`src/rtl/vector_mem_req_arbiter_pkg.sv`:
```
// Shared types for the vector load/store memory request path: the request
// and control records plus default sizing for the memory request arbiter.
package vector_mem_req_arbiter_pkg;

   localparam int MEM_ARB_PORTS      = 4;
   localparam int MEM_REQ_FIFO_DEPTH = 8;
   localparam int CORE_ID_WIDTH      = 4;
   localparam int ACCESS_ID_WIDTH    = 8;
   localparam int ADDR_WIDTH         = 32;
   localparam int DATA_WIDTH         = 32;

   typedef struct packed {
      logic                       vld;
      logic [CORE_ID_WIDTH-1:0]   core_id;
      logic [ACCESS_ID_WIDTH-1:0] access_id;
      logic                       we;
      logic [ADDR_WIDTH-1:0]      addr;
      logic [DATA_WIDTH-1:0]      data;
   } request_t;

   typedef struct packed {
      logic        vld;
      logic [3:0]  opcode;
      logic [31:0] arg;
   } cntrl_req_t;

   typedef logic [$clog2(MEM_ARB_PORTS)-1:0] port_id_t;

   localparam request_t REQ_IDLE = '{default: 1'b0};

endpackage

```
`src/rtl/vector_mem_req_arbiter_if.sv`:
```
// Bundle of requester, memory and response signals around the arbiter.
// The slave side is the arbiter; the master side is its environment.
interface vector_mem_req_arbiter_if
   import vector_mem_req_arbiter_pkg::*;
#(
   parameter int NUM_PORTS = MEM_ARB_PORTS
);

   request_t [NUM_PORTS-1:0] req_in;
   logic     [NUM_PORTS-1:0] req_grant;
   request_t                 mem_req;
   logic                     mem_ready;
   request_t                 mem_rsp;
   request_t [NUM_PORTS-1:0] rsp_out;

   modport master (
      output req_in, mem_ready, mem_rsp,
      input  req_grant, mem_req, rsp_out
   );

   modport slave (
      input  req_in, mem_ready, mem_rsp,
      output req_grant, mem_req, rsp_out
   );

endinterface

```
`src/rtl/vector_mem_req_arbiter_fifo.sv`:
```
// Show-ahead request queue: the head entry is read straight out of
// registered storage, so it is visible the cycle after it is pushed.
module vector_req_fifo
   import vector_mem_req_arbiter_pkg::*;
#(
   parameter int FIFO_DEPTH = MEM_REQ_FIFO_DEPTH,
   localparam int PTR_WIDTH = $clog2(FIFO_DEPTH)
)(
   input  logic               clk,
   input  logic               reset,
   input  logic               push,
   input  request_t           push_data,
   input  logic               pop,
   output request_t           head,
   output logic               full,
   output logic               empty,
   output logic [PTR_WIDTH:0] count
);

   request_t               mem_q [FIFO_DEPTH];
   request_t               mem_d [FIFO_DEPTH];
   logic [PTR_WIDTH-1:0]   wr_ptr_q, wr_ptr_d;
   logic [PTR_WIDTH-1:0]   rd_ptr_q, rd_ptr_d;
   logic [PTR_WIDTH:0]     count_q, count_d;
   logic                   push_ok_s;
   logic                   pop_ok_s;

   assign full  = (count_q == (PTR_WIDTH+1)'(FIFO_DEPTH));
   assign empty = (count_q == {(PTR_WIDTH+1){1'b0}});
   assign count = count_q;
   assign head  = mem_q[rd_ptr_q];

   // Next storage, pointers and occupancy; pointers wrap naturally at a power of two.
   always_comb begin
      push_ok_s = push && !full;
      pop_ok_s  = pop && !empty;
      mem_d     = mem_q;
      wr_ptr_d  = wr_ptr_q;
      rd_ptr_d  = rd_ptr_q;
      count_d   = count_q;
      if (push_ok_s) begin
         mem_d[wr_ptr_q] = push_data;
         wr_ptr_d        = wr_ptr_q + PTR_WIDTH'(1);
      end else begin
         wr_ptr_d        = wr_ptr_q;
      end
      if (pop_ok_s) begin
         rd_ptr_d = rd_ptr_q + PTR_WIDTH'(1);
      end else begin
         rd_ptr_d = rd_ptr_q;
      end
      case ({push_ok_s, pop_ok_s})
         2'b10:   count_d = count_q + (PTR_WIDTH+1)'(1);
         2'b01:   count_d = count_q - (PTR_WIDTH+1)'(1);
         default: count_d = count_q;
      endcase
   end

   // Queue state registers.
   always_ff @(posedge clk or negedge reset) begin
      if (!reset) begin
         for (int i = 0; i < FIFO_DEPTH; i++) begin
            mem_q[i] <= REQ_IDLE;
         end
         wr_ptr_q <= {PTR_WIDTH{1'b0}};
         rd_ptr_q <= {PTR_WIDTH{1'b0}};
         count_q  <= {(PTR_WIDTH+1){1'b0}};
      end else begin
         mem_q    <= mem_d;
         wr_ptr_q <= wr_ptr_d;
         rd_ptr_q <= rd_ptr_d;
         count_q  <= count_d;
      end
   end

endmodule

```
`src/rtl/vector_mem_req_arbiter.sv`:
```
// Round-robin arbiter between the vector load/store units and memory: stamps
// accepted requests with their source port, queues them, and demuxes responses.
module vector_mem_req_arbiter
   import vector_mem_req_arbiter_pkg::*;
#(
   parameter int NUM_PORTS     = MEM_ARB_PORTS,
   parameter int FIFO_DEPTH    = MEM_REQ_FIFO_DEPTH,
   parameter int PORT_ID_WIDTH = $clog2(NUM_PORTS)
)(
   input  logic                     clk,
   input  logic                     reset,
   vector_mem_req_arbiter_if.slave  bus
);

   localparam int CNT_W = $clog2(FIFO_DEPTH) + 1;

   logic [PORT_ID_WIDTH-1:0] rr_ptr_q, rr_ptr_d;
   logic [PORT_ID_WIDTH-1:0] winner_s;
   logic [PORT_ID_WIDTH-1:0] cand_id_s;
   logic [PORT_ID_WIDTH-1:0] rsp_dst_s;
   int                       cand_s;
   logic                     found_s;
   logic                     hit_s;
   logic                     grant_s;
   logic                     grant_en_q, grant_en_d;
   logic [NUM_PORTS-1:0]     grant_vec_s;
   request_t                 push_data_s;
   request_t                 fifo_head_s;
   request_t                 mem_req_s;
   logic                     fifo_full_s;
   logic                     fifo_empty_s;
   logic                     pop_s;
   logic [CNT_W-1:0]         fifo_count_s;
   logic                     rsp_hit_s;
   request_t [NUM_PORTS-1:0] rsp_out_q, rsp_out_d;

   // Round-robin search from rr_ptr; a full queue blocks the grant even if it pops this cycle.
   always_comb begin
      winner_s  = rr_ptr_q;
      found_s   = 1'b0;
      cand_s    = 0;
      cand_id_s = {PORT_ID_WIDTH{1'b0}};
      hit_s     = 1'b0;
      for (int i = 0; i < NUM_PORTS; i++) begin
         cand_s    = int'(rr_ptr_q) + i;
         cand_s    = (cand_s >= NUM_PORTS) ? cand_s - NUM_PORTS : cand_s;
         cand_id_s = PORT_ID_WIDTH'(cand_s);
         hit_s     = !found_s && bus.req_in[cand_id_s].vld;
         winner_s  = hit_s ? cand_id_s : winner_s;
         found_s   = found_s | hit_s;
      end
      grant_s    = found_s && !fifo_full_s && grant_en_q;
      grant_en_d = 1'b1;
      grant_vec_s = {NUM_PORTS{1'b0}};
      grant_vec_s[winner_s] = grant_s;
      push_data_s = bus.req_in[winner_s];
      push_data_s.core_id = CORE_ID_WIDTH'(winner_s);
      if (grant_s) begin
         rr_ptr_d = (int'(winner_s) == NUM_PORTS - 1) ? {PORT_ID_WIDTH{1'b0}}
                                                       : winner_s + PORT_ID_WIDTH'(1);
      end else begin
         rr_ptr_d = rr_ptr_q;
      end
   end

   vector_req_fifo #(
      .FIFO_DEPTH (FIFO_DEPTH)
   ) u_fifo (
      .clk       (clk),
      .reset     (reset),
      .push      (grant_s),
      .push_data (push_data_s),
      .pop       (pop_s),
      .head      (fifo_head_s),
      .full      (fifo_full_s),
      .empty     (fifo_empty_s),
      .count     (fifo_count_s)
   );

   // Present the queue head to memory; its stored vld bit is replaced by occupancy.
   always_comb begin
      mem_req_s     = fifo_head_s;
      mem_req_s.vld = (fifo_count_s != {CNT_W{1'b0}});
      pop_s         = !fifo_empty_s && bus.mem_ready;
   end

   // Response demux; destinations beyond the last port are dropped.
   always_comb begin
      rsp_hit_s = bus.mem_rsp.vld && (bus.mem_rsp.core_id < CORE_ID_WIDTH'(NUM_PORTS));
      rsp_dst_s = bus.mem_rsp.core_id[PORT_ID_WIDTH-1:0];
      for (int p = 0; p < NUM_PORTS; p++) begin
         rsp_out_d[p] = (rsp_hit_s && (rsp_dst_s == PORT_ID_WIDTH'(p))) ? bus.mem_rsp : REQ_IDLE;
      end
   end

   // Arbiter pointer, grant enable and response registers.
   always_ff @(posedge clk or negedge reset) begin
      if (!reset) begin
         rr_ptr_q   <= {PORT_ID_WIDTH{1'b0}};
         grant_en_q <= 1'b0;
         rsp_out_q  <= {NUM_PORTS{REQ_IDLE}};
      end else begin
         rr_ptr_q   <= rr_ptr_d;
         grant_en_q <= grant_en_d;
         rsp_out_q  <= rsp_out_d;
      end
   end

   assign bus.req_grant = grant_vec_s;
   assign bus.mem_req   = mem_req_s;
   assign bus.rsp_out   = rsp_out_q;

endmodule

```
`src/flat_wrapper.sv`:
```
// flat-port wrapper written by rule: the top's interface ports become plain ports
module vector_mem_req_arbiter_flat import vector_mem_req_arbiter_pkg::*;
#(
   parameter int NUM_PORTS     = MEM_ARB_PORTS,
   parameter int FIFO_DEPTH    = MEM_REQ_FIFO_DEPTH,
   parameter int PORT_ID_WIDTH = $clog2(NUM_PORTS)
)
  (clk, reset, bus_req_in, bus_mem_ready, bus_mem_rsp, bus_req_grant, bus_mem_req, bus_rsp_out);
  vector_mem_req_arbiter_if #(.NUM_PORTS(NUM_PORTS)) bus_i ();
  input  logic clk;
  input  logic reset;
  input wire logic [$bits(bus_i.req_in)-1:0] bus_req_in;
  input wire logic [$bits(bus_i.mem_ready)-1:0] bus_mem_ready;
  input wire logic [$bits(bus_i.mem_rsp)-1:0] bus_mem_rsp;
  output wire logic [$bits(bus_i.req_grant)-1:0] bus_req_grant;
  output wire logic [$bits(bus_i.mem_req)-1:0] bus_mem_req;
  output wire logic [$bits(bus_i.rsp_out)-1:0] bus_rsp_out;
  assign bus_i.req_in = bus_req_in;
  assign bus_i.mem_ready = bus_mem_ready;
  assign bus_i.mem_rsp = bus_mem_rsp;
  assign bus_req_grant = bus_i.req_grant;
  assign bus_mem_req = bus_i.mem_req;
  assign bus_rsp_out = bus_i.rsp_out;
  vector_mem_req_arbiter #(.NUM_PORTS(NUM_PORTS), .FIFO_DEPTH(FIFO_DEPTH), .PORT_ID_WIDTH(PORT_ID_WIDTH)) u_core (.clk(clk), .reset(reset), .bus(bus_i));
endmodule
```
`config.mk`:
```
export PLATFORM = sky130hd
export DESIGN_NAME = vector_mem_req_arbiter_flat
export DESIGN_NICKNAME = d
export VERILOG_FILES = /design/src/rtl/vector_mem_req_arbiter_pkg.sv /design/src/rtl/vector_mem_req_arbiter_if.sv /design/src/rtl/vector_mem_req_arbiter_fifo.sv /design/src/rtl/vector_mem_req_arbiter.sv /design/src/flat_wrapper.sv
export SDC_FILE = /design/constraint.sdc
export NUM_CORES = 2
export LEC_CHECK = 0
export ABC_AREA = 0
export CORE_AREA = 2 2 307 309
export CTS_BUF_LIST = sky130_fd_sc_hd__clkbuf_16
export CTS_CLUSTER_DIAMETER = 30
export DETAILED_ROUTE_END_ITERATION = 10
export DIE_AREA = 0 0 309 311
export GPL_TIMING_DRIVEN = 1
export PLACE_DENSITY_LB_ADDON = 0.2
export SYNTH_ARGS = -nofsm -noshare
export SYNTH_HDL_FRONTEND = slang
export SYNTH_SLANG_ARGS = --single-unit
```
`constraint.sdc`:
```
create_clock -name clk -period 11 [get_ports clk]
set_clock_uncertainty 0.1 [all_clocks]
set_input_delay 3.3 -clock clk [delete_from_list [all_inputs] [get_ports clk]]
set_output_delay 3.3 -clock clk [all_outputs]
set_load 0.02 [all_outputs]
```
==> summary by stage <==
Power
Net switching is 35.86% of the power. In this run the power spent charging and discharging nets is 6.196 mW. Combinational logic is responsible for 36.1% of the overall power. Sequential cells account for 29.3% of the total power. The clock network accounts for 34.5% of the total power.

The power density over the cells is 303.0 mW/mm2. The internal power component is 11.08 mW. In this run the static leakage power is 24.85 nW.

The worst voltage drop across the vdd grid is 283.4 uV.

Clock tree
The number of buffers added for setup after CTS is 0. The clock drives 925 sinks. The clock reaches the later pin of the worst-skew pair after 0.76 ns.

The maximum level of the CTS H-tree is 4. After clock tree synthesis, the flow added hold-fix buffers numbering 0. The largest buffer count on any clock path is 3.

The buffer cell driving the clock tree root is sky130_fd_sc_hd__clkbuf_16. The number of gates resized after cts is 0. The number of buffers inserted during clock tree synthesis is 200. The CTS tree is yes. After clock tree synthesis, the clock-pin slew on the worst setup and hold paths is 0.04 ns.

Worst setup path
The type of element capturing the critical path is a primary output. The kind of start point of the critical path is a primary input. The launching instance or port of the critical path is bus_req_in[233]. The highest fanout seen on the critical path is 24. The most numerous cell type found on the critical path is sky130_fd_sc_hd__clkdlybuf4s50_1.

The critical path start-end classification is in2out. Data arrives at the worst endpoint at 6.26 ns. For the worst setup path, the data required time is 7.60 ns.

The slowest stage of the critical path is the sky130_fd_sc_hd__o211a_4 cell. The reg-to-reg critical path endpoint is u_core.u_fifo.mem_q[160]. Walking the worst path, the cells encountered are clkdlybuf4s50_1 > nor2b_1 > o21ai_0 > o211a_4 > inv_8 > ha_1 > and2_1 > clkdlybuf4s50_1. The largest delay contributor family on the critical path is buffers and inverters. The number of cells on the worst reg-to-reg path is 8.

In this design, the stage delay of the slowest critical-path cell is 0.69 ns. Together, buffers and inverters on the worst path number 3. The internal reg-to-reg setup slack is 6.91 ns.

The launching point of the worst reg2reg path is u_core.rr_ptr_q[1].

Synth
The gate count after technology mapping is 3295. The total of flip-flops plus latches after synthesis is 925. After synthesis, the share of flip-flops with an asynchronous set or reset is 100.0%. Yosys printed 0 warnings. The summed instance area of the synthesized netlist is 0.04148 mm2. Yosys mapped the design onto 40 distinct sky130hd cell types. The fraction of the yosys area taken by sequential cells is 55.80%.

The average footprint of a synthesized cell is 12.59 um2. The most frequently used flop master after synthesis is sky130_fd_sc_hd__dfrtp_1. The number of synthesized flops with an enable pin is 0.

Timing
The number of slew-limit violations in the final report is 0. Setup violations remaining at the end of the flow were counted as 0. The share of the cycle needed by the critical path after routing is 87.83%. The setup TNS after final layout is 0 ns. Measured against its own limit, the worst slew margin works out to 24.38%. The timing-limited maximum frequency is 0.1035 GHz. The number of hold violations in the final report is 0. Setup repair after global routing left no endpoint under its margin.

At the pin with the least slew margin, the transition time is 1.134 ns. The post-layout minimum cycle time is 9.662 ns.

Global routing
The number of global-route vias before repair is 30.96k. The initial antenna violation count is 9. The first global-routing pass estimated 194200 um of wire. Summed over all layers, the global routing overflow is 0.

Entering global routing, the biggest net connects 170 pins. Across every metal layer, demand over resource in global routing totals 26.87%.

Cells and area
From synthesis to final layout, the design area changed by 37.45%. Leaving out fill and tap cells, the most frequent cell in the layout is sky130_fd_sc_hd__dfrtp_1. The number of nets in the final layout is 4451. In the layout the commonest cells are sky130_fd_sc_hd__dfrtp_1 (922), sky130_fd_sc_hd__clkdlybuf4s50_1 (767), sky130_fd_sc_hd__nand2_1 (605). The ratio of cells with drive above 1 in the final layout is 18.06%.

The layout filler cell count is 7440. The final instance area is 0.05702 mm2.

Place
During placement, the flow inserted port buffers numbering 768. The post-detailed-placement cell area is 0.05014 mm2. The congestion estimate from routability-driven global placement came to 0.8254. The HPWL reported at the end of detailed placement is 81670 um.

Status
The run finished with clean final reports.

Route
The routed layout has 29.89k vias. Dividing the detail-routed via count by the number of cells gives 5.446. In this run the remaining antenna-violating nets after routing total 0. In the routed design, unresolved DRC markers number 0.

The count of routing violations after the opening detailed-route iteration is 2377. After detailed routing, the average wire length per cell comes to 23.45 um. The aggregate routed wire length is 128700 um. The number of detailed-routing iterations run before antenna repair is 7.

Floorplanning
The core footprint is 0.09277 mm2. During I/O placement, the number of pins put on the boundary was 787. The floorplan step defined a die boundary enclosing 0.09610 mm2.

The placement row count is 112. Measured along the x axis, the die boundary spans 309 um. The die is 311 um tall. The initial standard-cell utilization of the core is 44.71%.

Min path
The number of cells on the worst hold path is 2. In this run the most critical hold path is launched from u_core.u_fifo.mem_q[365]. The worst hold path terminates at u_core.u_fifo.mem_q[365]. The worst hold path belongs to the class reg2reg.

Job
Max-cap violations in this run came to 0.
[power by group through the flow]
stage | clock network [mW] | logic, mW | registers (mW)
finish | 5.97 | 6.24 | 5.07
global route | 6.25 | 6.75 | 5.20
CTS | 6.05 | 6.31 | 5.07
detailed placement | 0 | 6.28 | 5.10
global placement | 0 | 6.20 | 5.06
floorplan | 0 | 4.41 | 4.83
[cells by family (layout without fill, tap and decap cells)]
| family | after synthesis | in the layout | share of synthesized area (%) |
|---|---|---|---|
| AND/OR/NAND/NOR | 1085 | 1085 | 12.67 |
| flip-flops | 925 | 925 | 55.80 |
| XOR/XNOR | 9 | 9 | 0.1900 |
| other | 2 | 29 | 0.01810 |
| adder cells (fa/ha/maj) | 9 | 9 | 0.2715 |
| buffers and inverters | 278 | 1190 | 2.998 |
| AO/OA/AOI/OAI | 758 | 758 | 17.76 |
| multiplexers | 229 | 229 | 10.29 |
[layout make-up]
cell class | count | area [um2] | share of cell area (%)
clock inverters | 169 | 1737 | 3.046
diodes | 14 | 35.03 | 0.06144
multi-input cells | 2105 | 17220 | 30.20
flip-flops and latches | 925 | 23160 | 40.62
repair buffers | 812 | 8160 | 14.31
well taps | 1254 | 1569 | 2.752
inverters | 5 | 33.78 | 0.05925
clock buffers | 204 | 5105 | 8.953
[worst reg2reg max path: stages (launching register included)]
cell and delay, ns:
sky130_fd_sc_hd__dfrtp_1 0.43, sky130_fd_sc_hd__nor3b_1 0.17, sky130_fd_sc_hd__a2111o_2 0.46, sky130_fd_sc_hd__and2_4 0.18, sky130_fd_sc_hd__inv_8 0.32, sky130_fd_sc_hd__buf_4 0.83, sky130_fd_sc_hd__buf_4 0.76, sky130_fd_sc_hd__a211oi_2 0.40
sky130_fd_sc_hd__o31ai_1 0.33
[through the flow]
step | util [%] | hold slack (ns) | cells | worst slack [ns] | total power, mW
final | 61.46 | 0.3667 | 5488 | 1.338 | 17.28
after global routing | 61.44 | 0.3868 | 5479 | 1.215 | 18.20
after CTS | 61.42 | 0.3698 | 5474 | 1.317 | 17.43
after detailed placement | 54.05 | 0.3603 | 5101 | 1.312 | 11.38
after global placement | 54.05 | 0.3540 | 5101 | 1.322 | 11.26
after floorplan | - | 0.3432 | 3308 | 2.812 | 9.244
[Yosys cell counts, types with 4 or more instances]
master                     instances  area share (%)
sky130_fd_sc_hd__dfrtp_1         925              56
sky130_fd_sc_hd__xnor2_1           4           0.084
sky130_fd_sc_hd__and2_1          297             4.5
sky130_fd_sc_hd__mux4_2          150             8.1
sky130_fd_sc_hd__nor2_1            9           0.081
sky130_fd_sc_hd__and3_1          149             2.2
sky130_fd_sc_hd__ha_1              9            0.27
sky130_fd_sc_hd__mux2_2           79             2.1
sky130_fd_sc_hd__clkbuf_1        219             2.0
sky130_fd_sc_hd__o21ai_0          17            0.21
sky130_fd_sc_hd__buf_1             7           0.063
sky130_fd_sc_hd__nor2b_1           6           0.090
sky130_fd_sc_hd__nand3b_1          4           0.072
sky130_fd_sc_hd__buf_2            28            0.34
sky130_fd_sc_hd__a21oi_1           5           0.060
sky130_fd_sc_hd__nand2_1         605             5.5
sky130_fd_sc_hd__o31ai_1         584              11
sky130_fd_sc_hd__nand3_1           4           0.048
sky130_fd_sc_hd__a211oi_2         14            0.42
sky130_fd_sc_hd__buf_6             9            0.24
sky130_fd_sc_hd__xor2_1            5            0.11
sky130_fd_sc_hd__a211oi_4        132             6.4
sky130_fd_sc_hd__buf_8             8            0.29
[worst max-delay path by stage]
stage / slack [ns] / cells after the start / endpoint
floorplan: 2.81 / 7 / bus_req_grant[1]
global placement: 1.32 / 8 / bus_req_grant[0]
detailed placement: 1.31 / 8 / bus_req_grant[0]
CTS: 1.32 / 8 / bus_req_grant[0]
global route: 1.22 / 8 / bus_req_grant[0]
finish: 1.34 / 8 / bus_req_grant[0]
[registers in the layout, indices dropped and copies added (netlist names)]
signal	count
u_core.rr_ptr_q	2
u_core.u_fifo.wr_ptr_q	3
u_core.bus.rsp_out	312
u_core.u_fifo.mem_q	600
u_core.u_fifo.count	4
u_core.grant_en_q	1
u_core.u_fifo.rd_ptr_q	3
[routing by layer]
layer / GRT usage (%) / vias up / part of all wire [%]
li1: - / 13570 / -
met1: 35.31 / 15040 / 41
met2: 41.83 / 1038 / 47
met3: 7.513 / 234 / 7.7
met4: 11.42 / 2 / 3.7
met5: 0 / - / 0.010
No activity file was read; power rests on OpenSTA's default activity.
